==> config.mk <==
export PLATFORM = sky130hd
export DESIGN_NAME = instr_fetch_flat
export DESIGN_NICKNAME = d
export VERILOG_FILES = /design/src/rtl/instr_fetch_pkg.sv /design/src/rtl/instr_fetch_if.sv /design/src/rtl/instr_fetch_fifo.sv /design/src/rtl/instr_fetch.sv /design/src/flat_wrapper.sv
export SDC_FILE = /design/constraint.sdc
export NUM_CORES = 1
export LEC_CHECK = 0
export ABC_AREA = 1
export CAP_MARGIN = 40
export CORE_ASPECT_RATIO = 0.7
export CORE_MARGIN = 1
export CORE_UTILIZATION = 55
export CTS_BUF_LIST = sky130_fd_sc_hd__clkbuf_4
export DETAILED_ROUTE_END_ITERATION = 7
export HOLD_SLACK_MARGIN = 0.1
export MAX_ROUTING_LAYER = met4
export PLACE_DENSITY = 0.82
export RECOVER_POWER = 25
export SYNTH_ARGS = -nofsm -noshare
export SYNTH_HDL_FRONTEND = slang
export SYNTH_SLANG_ARGS = --single-unit
==> constraint.sdc <==
create_clock -name clk -period 8.3 [get_ports clk]
set_input_delay 1.245 -clock clk [delete_from_list [all_inputs] [get_ports clk]]
set_output_delay 1.245 -clock clk [all_outputs]
set_load 0.005 [all_outputs]
==> src/rtl/instr_fetch_pkg.sv <==
// riscv_pkg: shared definitions for the fetch stage.
//   XLEN          - address / instruction width
//   OPC_*         - RV32I major opcodes seen on if_opcode by the control unit
//   fetch_state_e - fetch FSM encoding (BOOT / RUN / DRAIN)
package riscv_pkg;

    localparam int XLEN = 32;

    localparam logic [6:0] OPC_RTYPE  = 7'b0110011;
    localparam logic [6:0] OPC_ITYPE  = 7'b0010011;
    localparam logic [6:0] OPC_LOAD   = 7'b0000011;
    localparam logic [6:0] OPC_STORE  = 7'b0100011;
    localparam logic [6:0] OPC_BRANCH = 7'b1100011;
    localparam logic [6:0] OPC_JAL    = 7'b1101111;
    localparam logic [6:0] OPC_JALR   = 7'b1100111;

    typedef enum logic [1:0] {
        ST_BOOT  = 2'd0,
        ST_RUN   = 2'd1,
        ST_DRAIN = 2'd2
    } fetch_state_e;

endpackage

==> src/rtl/instr_fetch_if.sv <==
// instr_fetch_if: bundles the fetch stage's memory, redirect and decode
// handshakes.
//   master modport - the fetch stage (drives requests and the decode head)
//   slave modport  - the environment (memory, branch unit, decode)
interface instr_fetch_if #(
    parameter int XLEN = 32
);
    logic            imem_req_valid;
    logic            imem_req_ready;
    logic [XLEN-1:0] imem_req_addr;
    logic            imem_rsp_valid;
    logic [XLEN-1:0] imem_rsp_data;
    logic            redirect_valid;
    logic [XLEN-1:0] redirect_pc;
    logic            if_valid;
    logic            if_ready;
    logic [XLEN-1:0] if_instr;
    logic [XLEN-1:0] if_pc;
    logic [6:0]      if_opcode;

    modport master (
        output imem_req_valid, imem_req_addr, if_valid, if_instr, if_pc, if_opcode,
        input  imem_req_ready, imem_rsp_valid, imem_rsp_data, redirect_valid,
               redirect_pc, if_ready
    );

    modport slave (
        input  imem_req_valid, imem_req_addr, if_valid, if_instr, if_pc, if_opcode,
        output imem_req_ready, imem_rsp_valid, imem_rsp_data, redirect_valid,
               redirect_pc, if_ready
    );
endinterface

==> src/rtl/instr_fetch_fifo.sv <==
// fetch_fifo: synchronous FIFO of DEPTH entries, WIDTH bits each, holding
// {pc, instruction} pairs for decode. Registered storage, no bypass.
//   push/wdata - write an entry (honoured when full if pop in same cycle)
//   pop/rdata  - remove the head; rdata reads 0 while empty
//   flush      - discard all entries (wins over push and pop)
//   count/full/empty - occupancy status
// fetch_fifo_chk: overflow checker instantiated by the fetch top.
module fetch_fifo #(
    parameter  int WIDTH = 64,
    parameter  int DEPTH = 2,
    localparam int AW    = $clog2(DEPTH),
    localparam int CW    = AW + 1
) (
    input  logic             clk,
    input  logic             rst,
    input  logic             push,
    input  logic             pop,
    input  logic             flush,
    input  logic [WIDTH-1:0] wdata,
    output logic [WIDTH-1:0] rdata,
    output logic [CW-1:0]    count,
    output logic             full,
    output logic             empty
);
    localparam logic [CW-1:0] ONE_C   = CW'(1);
    localparam logic [CW-1:0] DEPTH_C = CW'(DEPTH);
    localparam logic [AW-1:0] PINC_C  = AW'(1);

    logic [WIDTH-1:0] mem_r [DEPTH];
    logic [AW-1:0]    wr_ptr_r;
    logic [AW-1:0]    rd_ptr_r;
    logic [CW-1:0]    count_r;
    logic [CW-1:0]    count_next_s;
    logic             do_push_s;
    logic             do_pop_s;

    assign empty     = (count_r == {CW{1'b0}});
    assign full      = (count_r == DEPTH_C);
    assign count     = count_r;
    assign do_pop_s  = pop && !empty;
    // A full buffer still accepts a push when the head leaves the same cycle.
    assign do_push_s = push && (!full || do_pop_s);

    // Head read-out, forced to zero while empty so idle outputs are clean.
    always_comb begin
        rdata = {WIDTH{1'b0}};
        if (!empty) begin
            rdata = mem_r[rd_ptr_r];
        end else begin
            rdata = {WIDTH{1'b0}};
        end
    end

    // Occupancy update from the accepted push/pop pair.
    always_comb begin
        count_next_s = count_r;
        case ({do_push_s, do_pop_s})
            2'b10:   count_next_s = count_r + ONE_C;
            2'b01:   count_next_s = count_r - ONE_C;
            default: count_next_s = count_r;
        endcase
    end

    // Storage, pointers and count; flush drops everything but keeps data.
    always_ff @(posedge clk or posedge rst) begin
        if (rst) begin
            for (int i = 0; i < DEPTH; i++) begin
                mem_r[i] <= {WIDTH{1'b0}};
            end
            wr_ptr_r <= {AW{1'b0}};
            rd_ptr_r <= {AW{1'b0}};
            count_r  <= {CW{1'b0}};
        end else if (flush) begin
            wr_ptr_r <= {AW{1'b0}};
            rd_ptr_r <= {AW{1'b0}};
            count_r  <= {CW{1'b0}};
        end else begin
            if (do_push_s) begin
                mem_r[wr_ptr_r] <= wdata;
                wr_ptr_r        <= wr_ptr_r + PINC_C;
            end
            if (do_pop_s) begin
                rd_ptr_r <= rd_ptr_r + PINC_C;
            end
            count_r <= count_next_s;
        end
    end
endmodule

module fetch_fifo_chk (
    input logic clk,
    input logic rst,
    input logic push,
    input logic pop,
    input logic full
);
    // The credit scheme must never let a response land in a full buffer.
    a_no_overflow: assert property (@(posedge clk) disable iff (rst) !(push && full && !pop))
        else $error("fetch_fifo: push into full buffer without pop");
endmodule

==> src/rtl/instr_fetch.sv <==
// instr_fetch: RISC-V instruction fetch stage.
// Owns the PC, issues word fetches while credits allow (outstanding requests
// plus buffered instructions < DEPTH), buffers returned words with their PC
// and presents them to decode. A redirect flushes the buffer, reloads the PC
// and counts the still-outstanding responses that must be discarded.
//   clk, rst - clock and asynchronous active-high reset
//   bus      - instr_fetch_if master: imem request/response, redirect,
//              decode head (if_valid/if_ready/if_instr/if_pc/if_opcode)
module instr_fetch #(
    parameter int              XLEN     = riscv_pkg::XLEN,
    parameter logic [XLEN-1:0] RESET_PC = 32'h0000_0000,
    parameter int              DEPTH    = 2
) (
    input  logic           clk,
    input  logic           rst,
    instr_fetch_if.master  bus
);
    import riscv_pkg::*;

    localparam int              CW      = $clog2(DEPTH) + 1;
    localparam logic [CW-1:0]   ONE_C   = CW'(1);
    localparam logic [CW:0]     DEPTH_C = (CW + 1)'(DEPTH);
    localparam logic [XLEN-1:0] STEP_C  = XLEN'(4);

    fetch_state_e    state_r;
    fetch_state_e    state_next_s;
    logic [XLEN-1:0] pc_r;
    logic [XLEN-1:0] pc_next_s;
    logic [XLEN-1:0] rsp_pc_r;
    logic [XLEN-1:0] rsp_pc_next_s;
    logic [CW-1:0]   outstanding_r;
    logic [CW-1:0]   outstanding_next_s;
    logic [CW-1:0]   drop_cnt_r;
    logic [CW-1:0]   drop_cnt_next_s;
    logic [CW-1:0]   fifo_count_s;
    logic [CW-1:0]   rsp_dec_s;
    logic [CW:0]     inflight_s;
    logic [XLEN-1:0] target_s;
    logic            req_valid_s;
    logic            req_fire_s;
    logic            push_s;
    logic            pop_s;
    logic            fifo_full_s;
    logic            fifo_empty_s;
    logic [2*XLEN-1:0] head_s;

    assign target_s    = {bus.redirect_pc[XLEN-1:2], 2'b00};
    assign inflight_s  = {1'b0, outstanding_r} + {1'b0, fifo_count_s};
    assign req_valid_s = (state_r != ST_BOOT) && (inflight_s < DEPTH_C) && !bus.redirect_valid;
    assign req_fire_s  = req_valid_s && bus.imem_req_ready;
    assign rsp_dec_s   = {{(CW-1){1'b0}}, bus.imem_rsp_valid};
    // Responses are kept only outside a redirect cycle and with nothing left to drop.
    assign push_s      = bus.imem_rsp_valid && !bus.redirect_valid && (drop_cnt_r == {CW{1'b0}});
    assign pop_s       = !fifo_empty_s && bus.if_ready;

    assign bus.imem_req_valid = req_valid_s;
    assign bus.imem_req_addr  = pc_r;
    assign bus.if_valid       = !fifo_empty_s;
    assign bus.if_pc          = head_s[2*XLEN-1:XLEN];
    assign bus.if_instr       = head_s[XLEN-1:0];
    assign bus.if_opcode      = head_s[6:0];

    // Next values of the PCs and the request/drop counters.
    always_comb begin
        pc_next_s          = pc_r;
        rsp_pc_next_s      = rsp_pc_r;
        outstanding_next_s = outstanding_r;
        drop_cnt_next_s    = drop_cnt_r;
        if (bus.redirect_valid) begin
            pc_next_s     = target_s;
            rsp_pc_next_s = target_s;
            // Every in-flight response not arriving right now is wrong-path.
            drop_cnt_next_s = outstanding_r - rsp_dec_s;
        end else begin
            if (req_fire_s) begin
                pc_next_s = pc_r + STEP_C;
            end else begin
                pc_next_s = pc_r;
            end
            if (push_s) begin
                rsp_pc_next_s = rsp_pc_r + STEP_C;
            end else begin
                rsp_pc_next_s = rsp_pc_r;
            end
            if (bus.imem_rsp_valid && (drop_cnt_r != {CW{1'b0}})) begin
                drop_cnt_next_s = drop_cnt_r - ONE_C;
            end else begin
                drop_cnt_next_s = drop_cnt_r;
            end
        end
        case ({req_fire_s, bus.imem_rsp_valid})
            2'b10:   outstanding_next_s = outstanding_r + ONE_C;
            2'b01:   outstanding_next_s = outstanding_r - ONE_C;
            default: outstanding_next_s = outstanding_r;
        endcase
    end

    // Fetch FSM next state: BOOT lasts one cycle, then RUN/DRAIN follow drop_cnt.
    always_comb begin
        state_next_s = state_r;
        case (state_r)
            ST_BOOT: state_next_s = ST_RUN;
            ST_RUN, ST_DRAIN: begin
                if (drop_cnt_next_s != {CW{1'b0}}) begin
                    state_next_s = ST_DRAIN;
                end else begin
                    state_next_s = ST_RUN;
                end
            end
            default: state_next_s = ST_BOOT;
        endcase
    end

    // FSM state register.
    always_ff @(posedge clk or posedge rst) begin
        if (rst) begin
            state_r <= ST_BOOT;
        end else begin
            state_r <= state_next_s;
        end
    end

    // PC and counter registers.
    always_ff @(posedge clk or posedge rst) begin
        if (rst) begin
            pc_r          <= RESET_PC;
            rsp_pc_r      <= RESET_PC;
            outstanding_r <= {CW{1'b0}};
            drop_cnt_r    <= {CW{1'b0}};
        end else begin
            pc_r          <= pc_next_s;
            rsp_pc_r      <= rsp_pc_next_s;
            outstanding_r <= outstanding_next_s;
            drop_cnt_r    <= drop_cnt_next_s;
        end
    end

    fetch_fifo #(
        .WIDTH (2 * XLEN),
        .DEPTH (DEPTH)
    ) u_fifo (
        .clk   (clk),
        .rst   (rst),
        .push  (push_s),
        .pop   (pop_s),
        .flush (bus.redirect_valid),
        .wdata ({rsp_pc_r, bus.imem_rsp_data}),
        .rdata (head_s),
        .count (fifo_count_s),
        .full  (fifo_full_s),
        .empty (fifo_empty_s)
    );

    fetch_fifo_chk u_chk (
        .clk  (clk),
        .rst  (rst),
        .push (push_s),
        .pop  (pop_s),
        .full (fifo_full_s)
    );
endmodule

==> src/flat_wrapper.sv <==
// flat-port wrapper written by rule: the top's interface ports become plain ports
module instr_fetch_flat import riscv_pkg::*;
#(
    parameter int              XLEN     = riscv_pkg::XLEN,
    parameter logic [XLEN-1:0] RESET_PC = 32'h0000_0000,
    parameter int              DEPTH    = 2
)
  (clk, rst, bus_imem_req_valid, bus_imem_req_addr, bus_if_valid, bus_if_instr, bus_if_pc, bus_if_opcode, bus_imem_req_ready, bus_imem_rsp_valid, bus_imem_rsp_data, bus_redirect_valid, bus_redirect_pc, bus_if_ready);
  instr_fetch_if #(.XLEN(XLEN)) bus_i ();
  input  logic clk;
  input  logic rst;
  output wire logic [$bits(bus_i.imem_req_valid)-1:0] bus_imem_req_valid;
  output wire logic [$bits(bus_i.imem_req_addr)-1:0] bus_imem_req_addr;
  output wire logic [$bits(bus_i.if_valid)-1:0] bus_if_valid;
  output wire logic [$bits(bus_i.if_instr)-1:0] bus_if_instr;
  output wire logic [$bits(bus_i.if_pc)-1:0] bus_if_pc;
  output wire logic [$bits(bus_i.if_opcode)-1:0] bus_if_opcode;
  input wire logic [$bits(bus_i.imem_req_ready)-1:0] bus_imem_req_ready;
  input wire logic [$bits(bus_i.imem_rsp_valid)-1:0] bus_imem_rsp_valid;
  input wire logic [$bits(bus_i.imem_rsp_data)-1:0] bus_imem_rsp_data;
  input wire logic [$bits(bus_i.redirect_valid)-1:0] bus_redirect_valid;
  input wire logic [$bits(bus_i.redirect_pc)-1:0] bus_redirect_pc;
  input wire logic [$bits(bus_i.if_ready)-1:0] bus_if_ready;
  assign bus_imem_req_valid = bus_i.imem_req_valid;
  assign bus_imem_req_addr = bus_i.imem_req_addr;
  assign bus_if_valid = bus_i.if_valid;
  assign bus_if_instr = bus_i.if_instr;
  assign bus_if_pc = bus_i.if_pc;
  assign bus_if_opcode = bus_i.if_opcode;
  assign bus_i.imem_req_ready = bus_imem_req_ready;
  assign bus_i.imem_rsp_valid = bus_imem_rsp_valid;
  assign bus_i.imem_rsp_data = bus_imem_rsp_data;
  assign bus_i.redirect_valid = bus_redirect_valid;
  assign bus_i.redirect_pc = bus_redirect_pc;
  assign bus_i.if_ready = bus_if_ready;
  instr_fetch #(.XLEN(XLEN), .RESET_PC(RESET_PC), .DEPTH(DEPTH)) u_core (.clk(clk), .rst(rst), .bus(bus_i));
endmodule
==> metrics.md, run 1 <==
| Metric | Value |
|---|---|
| Outcome | finished with violations |
| Violated checks | max-capacitance violations, max-slew violations |
| Synth Flop Type | dfrtp_1 |
| Num rows | 41 |
| Final Skew | 0.0277 ns |
| Sequence of cells on the critical path | buf_4 -> inv_2 -> buf_4 -> nand2_1 -> a21oi_1 -> clkdlybuf4s50_1 |
| PD cells | 280 nW/um^2 |
| Port-buffer cells | 168 |
| Detailed Routing Iterations Pass 1 | 5 |
| Worst Path Max Fanout | 65 |
| Proportion of layout cells with a drive suffix above 1 | 3.94% |
| Post-synthesis async set-or-reset flop share | 100% |
| Depth of the CTS H-tree | 4 |
| Setup Fix Bufs, Post-CTS | 0 |
| Clock sink total | 194 |
| Sum of negative setup slack | 0 ns |
| Worst setup path class | register to primary output |
| Placed Area | ~12000 sq um |
| ANT nets after route | 0 |
| Num ports | 175 |
| Number of global-route vias before repair | 8541 |
| Rel. slew slack | -35.3% |
| RSZ-0062 raised after global routing | false |
| R2R setup slack | 5.54 ns |
| Worst reg2reg path depth | 10 |
| CP top delay family | buffers and inverters |
| Fmax | 221 MHz |
| Yosys reg bits | 194 |
| Placed cell count | 1728 |
| Die area | 19100 sq um |
| Final hold violation count | 0 |
| Clock Tree Root | clkbuf_4 |
| Hold Buf Count CTS | 0 |
| RePlAce Congestion | 0.990 |
| Vias per cell | 5.37 |
| Pin count of the biggest net entering global routing | 86 |
| Minimum clock period | ~4.5 ns |
| Cell area after layout | 12300 sq um |
| Dpl hpwl | 18800 microns |
| Chip Height | 116 microns |
| Diodes inserted | 0 |
| DR vias | 9454 |
| TritonCTS Buffers | 17 |
| Seq/Total Area, Yosys | between 40 and 50% |
| # fillers | roughly 1600 |
| RR Endpoint | u_core.bus.imem_req_addr[17]$_DFFE_PP0P_ |
| Max-cap violation count | 2 |
| Synthesis warning total | 0 |
| GRT Util Overall | a little under a third |
| CP required | a little over 7 ns |
| Max incr delay on CP | 0.57 ns |
| Drt total wl | 26900 microns |
| Final setup vio count | 0 |
| 1st-iter DRT viols | 1098 |
| CP bufs+invs | 4 |
| TritonCTS clock tree | done |
| Fin. max-slew vios | 70 |
| Post-Syn Instances | 1381 |
| EDFF count, synth | 0 |
| Mapped Area | roughly 10000 sq um |
| Post-cts resize count | 0 |
| Leak | around 5.7 nW |
| Total core area | 18100 sq um |
| HP Start | u_core.u_fifo.mem_r[127]$_DFFE_PP0P_ |
| Worst hold slack | 0.506 ns |
| Clk slew on worst S/H paths | roughly 0.17 ns |
| Syn Area/Cell | between 7 and 8 sq um |
| WP data arrival | 3.29 ns |
| Hold Crit Depth | 2 |
| Initial antenna violation count | 0 |
| # nets final | 1589 |
| Worst hold path class | register to register |
| Critical path's slowest cell | clkdlybuf4s50_1 |
| Residual DRC count | 0 |
| Startpoint class of the critical path | register |
| Most frequent cells in the layout | 501 x nand2_1, 193 x dfrtp_1, 167 x clkdlybuf4s50_1 |
| Ratio of final minimum period to clock period | ~55% |
| Reg-to-Reg Start | u_core.u_fifo.count[0]$_DFFE_PP0P_ |
| Worst Setup End Kind | primary output |
| Critical path depth | 6 |
| Routed len/inst | between 15 and 20 microns |
| Most common cell on crit path | buf_4 |
| Clock tree buffer depth | 2 |
| Final non-filler cell total | 1760 |
| Initial Util | 56.5% |
| Global-route wire length before repair | 43400 microns |
| Commonest non-fill, non-tap cell in the layout | nand2_1 |
| WHS Endpoint | u_core.u_fifo.mem_r[127]$_DFFE_PP0P_ |
| Die X | ~160 microns |
| Synth unique cells | 38 |
| Clk_lat worst skew | 0.60 ns |
| Max VDD drop | 488 uV |
| Worst slew pin tran | between 2 and 2.5 ns |
| Area grow syn2layout | 20.5% |
| Grt total ovfl | 0 |
## metal layers
layer  track usage, %  share of wire [%]  vias up  routed length, microns
met4             6.54               0.84        0                     227
met5                -                  0        -                       0
met1             43.9                 47     4431                   12700
met3             5.33                7.9       24                    2110
li1                 -                  -     4632                       -
met2             43.9                 44      367                   11800
## cell families after synthesis
kind of cell	Yosys count	share of synthesized area, %
and+or+nand+nor	673	26.4
AOI/OAI and AO/OA	268	13.8
buffers and inverters	212	8.96
DFF	194	47.6
xor gates and xnor gates	25	2.15
adders and majority gates	8	1.06
other	1	0.0368
## synthesized netlist by cell type, drive strengths merged, types with 8 or more instances
library cell,number,share of area (%)
nand4,11,0.82
o21ai,161,8.0
xor2,20,1.7
inv,141,5.2
dfrtp,194,48
clkbuf,32,1.2
buf,39,2.6
a21oi,86,4.2
nand3,58,2.8
nand2,503,19
o211ai,8,0.59
nor2,89,3.5
## worst max path at each step
stage	startpoint	end	slack, ns
3_5_place_dp	bus_redirect_valid	bus_imem_req_valid	4.33
2_1_floorplan	rst	u_core.bus.imem_req_addr[10]$_DFFE_PP0P_	1.77
6_report	u_core.u_fifo.rd_ptr_r$_DFFE_PP0P_	bus_if_pc[15]	3.77
4_1_cts	u_core.u_fifo.rd_ptr_r$_DFFE_PP0P_	bus_if_pc[15]	3.76
3_3_place_gp	bus_redirect_valid	u_core.bus.imem_req_addr[17]$_DFFE_PP0P_	4.09
5_1_grt	u_core.u_fifo.rd_ptr_r$_DFFE_PP0P_	bus_if_opcode[1]	3.57
## flip-flops by register name (all words and copies together), names as in the netlist
register	cells
u_core.bus.imem_req_addr	30
u_core.drop_cnt_r	2
u_core.outstanding_r	2
u_core.rsp_pc_r	30
u_core.state_r	2
u_core.u_fifo.count	2
u_core.u_fifo.mem_r	124
u_core.u_fifo.rd_ptr_r	1
u_core.u_fifo.wr_ptr_r	1
## layout make-up
type	count	area [sq um]	area share, %
clock buffer	17	128	1.04
clock inverter	15	173	1.41
inverter	141	531	4.32
multi-input combinational	978	4460	36.3
sequential	194	4860	39.5
tap	236	295	2.40
timing repair buffer	179	1840	15.0
## where the power goes
group	total (W)	switching, W	leakage (nW)	internal, W
logic	0.00141	0.000743	3.09	0.000669
registers	0.00149	0.000232	2.46	0.00126
clock network	0.000543	0.000355	0.161	0.000187
total	0.00345	0.00133	5.72	0.00212
## per-stage QoR
stage | power (W) | worst slack (ns) | utilization [%]
4_1_cts | 0.00346 | 3.76 | 68.1
2_1_floorplan | 0.00228 | 1.77 | -
3_3_place_gp | 0.00285 | 4.09 | 65.8
5_1_grt | 0.00371 | 3.57 | 68.0
6_report | 0.00345 | 3.77 | 68.0
3_5_place_dp | 0.00292 | 4.33 | 66.4
## worst min-delay path: stages, from the launching register on
cell     delay (ns)
dfrtp_1        0.37
nand2_1        0.07
o21ai_2        0.05
Power figures use the tool's default switching activity.
==> run 2, diff against run 1 <==
==> constraint.sdc (replaced) <==
create_clock -name clk -period 4.4 [get_ports clk]
set_input_delay 0.66 -clock clk [delete_from_list [all_inputs] [get_ports clk]]
set_output_delay 0.66 -clock clk [all_outputs]
set_load 0.005 [all_outputs]
==> run 2 against run 1 <==
Compared with the run above:
- the run still ends with max-capacitance violations, max-slew violations left
- clock power grew 92%
- cell count increased by 0.17%
- first-iteration DRC count down 0.73%
- total power grew 89%
- critical endpoint is now bus_if_pc[24]
- die area unchanged
- clock skew fell by 0.00095 ns
- global-route usage decreased by 0.23 points
- wire length increased by 0.33%
==> metrics.md, run 2 (synthesis results as in run 1) <==
| Metric | Value |
|---|---|
| RePlAce Congestion | 1.01 |
| Startpoint class of the critical path | register |
| Clock sink total | 194 |
| Chip Height | 116 microns |
| Post-cts resize count | 0 |
| Minimum clock period | ~3.4 ns |
| Leak | 5.72 nW |
| Worst Setup End Kind | primary output |
| Max Used Layer | met4 |
| Final hold violation count | 0 |
| CP required | approximately 3.7 ns |
| Drt total wl | 27000 microns |
| Residual DRC count | 0 |
| RSZ-0062 raised after global routing | false |
| # fillers | roughly 1500 |
| Die X | 165 microns |
| Sum of negative setup slack | 0 ns |
| Num rows | 41 |
| Final WS setup | 1.02 ns |
| TritonCTS Buffers | 17 |
| Dpl hpwl | 19300 microns |
| Clock tree buffer depth | 2 |
| Max-cap violation count | 2 |
| Placed cell count | ~1700 |
| 1st-iter DRT viols | 1090 |
| Met2 routed WL | 11900 microns |
| Met1 wire length | 12900 microns |
| DR vias | approximately 9500 |
| Worst setup path class | register to primary output |
| Clk_lat worst skew | 0.59 ns |
| Die area | 19100 sq um |
| Clock Tree Root | clkbuf_4 |
| Max FFs per register | ~120 |
| Global-route wire length before repair | about 43000 microns |
| Tot Pwr | 0.00652 W |
| Depth of the CTS H-tree | 4 |
| Initial antenna violation count | 0 |
| Rel. slew slack | -13.0% |
| ANT nets after route | 0 |
| Num ports | 175 |
| Vias per cell | about 5.4 |
| Most frequent cells in the layout | 501 x nand2_1, 193 x dfrtp_1, 167 x clkdlybuf4s50_1 |
| Top reg by flops | u_core.u_fifo.mem_r |
| GRT Util Overall | 29.9% |
| TritonCTS clock tree | done |
| Reg area | 4860 sq um |
| Final non-filler cell total | 1763 |
| PD cells | 532 nW/um^2 |
| # nets final | 1592 |
| Max VDD drop | 428 uV |
| Worst hold path class | register to register |
| Pre-CTS setup slack | 1.19 ns |
| Initial Util | 56.5% |
| Pin count of the biggest net entering global routing | 123 |
| Proportion of layout cells with a drive suffix above 1 | 4.13% |
| Port-buffer cells | 168 |
| Detailed Routing Iterations Pass 1 | 6 |
| Number of global-route vias before repair | 8556 |
| Routed len/inst | 15.3 microns |
| Violated checks | max-capacitance violations, max-slew violations |
| Hold Buf Count CTS | 0 |
| WP data arrival | 2.72 ns |
| Worst hold slack | between 0.5 and 0.6 ns |
| Ratio of final minimum period to clock period | 76.8% |
| Worst Path Max Fanout | 30 |
| Commonest non-fill, non-tap cell in the layout | nand2_1 |
| Final setup vio count | 0 |
| Met3 WL | 1890 microns |
| Grt total ovfl | 0 |
| Diodes inserted | 0 |
| Total core area | 18100 sq um |
| Area grow syn2layout | 20.3% |
| Fmax | 296 MHz |
| Final Skew | about 0.027 ns |
| Clk slew on worst S/H paths | 0.17 ns |
| Fin. max-slew vios | 59 |
| Multi-input logic area | 4460 sq um |
| Setup Fix Bufs, Post-CTS | 0 |
| Worst slew pin tran | 1.70 ns |
| Outcome | finished with violations |
-- run 2: changes by cell type in the layout (fill, tap and decap cells not counted) --
cell      change
buf_16        -4
clkinv_4      -1
inv_8         +1
buf_12        +3
buf_4         +3
clkbuf_1      +1
clkbuf_4      +1
clkinv_1      -1
-- run 2: metal layers --
| metal | up-vias | global-route usage [%] |
|---|---|---|
| met5 | - | - |
| met4 | 0 | 7.16 |
| met3 | 22 | 5.05 |
| met2 | 354 | 43.3 |
| met1 | 4487 | 43.7 |
| li1 | 4626 | - |
-- run 2: worst paths after layout --
path	slack [ns]	cells after the start	startpoint	end
setup reg to reg	1.65	10	u_core.u_fifo.count[0]$_DFFE_PP0P_	u_core.bus.imem_req_addr[17]$_DFFE_PP0P_
hold reg to reg	0.51	2	u_core.u_fifo.mem_r[47]$_DFFE_PP0P_	u_core.u_fifo.mem_r[47]$_DFFE_PP0P_
hold / removal	0.51	2	u_core.u_fifo.mem_r[47]$_DFFE_PP0P_	u_core.u_fifo.mem_r[47]$_DFFE_PP0P_
setup / recovery	1.02	4	u_core.u_fifo.count[1]$_DFFE_PP0P_	bus_if_pc[24]
max in group asynchronous	1.77	3	rst	u_core.rsp_pc_r[27]$_DFFE_PP0N_
min in group asynchronous	0.62	2	rst	u_core.bus.imem_req_addr[6]$_DFFE_PP0P_
-- run 2: report_power, final --
group | internal, W | total [W] | leakage (nW) | switching [W]
clock network | 0.000365 | 0.00104 | 0.166 | 0.000670
logic | 0.00127 | 0.00267 | 3.09 | 0.00140
registers | 0.00237 | 0.00282 | 2.46 | 0.000446
total | 0.00401 | 0.00652 | 5.72 | 0.00251
-- run 2: per-stage QoR --
step,area (sq um),utilization (%)
global route,12300,67.9
global placement,12000,66.3
floorplan,10200,-
detailed placement,12000,66.3
CTS,12300,68.0
finish,12300,67.9
-- run 2: final cells by class --
class,instances,area share (%)
Timing Repair Buffer,182,14.8
Tap cell,236,2.41
Sequential cell,194,39.6
Multi-Input combinational cell,978,36.4
Inverter,141,4.33
Clock buffer,18,1.10
Clock inverter,14,1.40
-- run 2: critical path, cell delays in order (launching register included) --
cell and delay [ns]:
dfrtp_1 0.52, nor2_4 0.64, buf_4 0.37, a21oi_1 0.12
clkdlybuf4s50_1 0.47
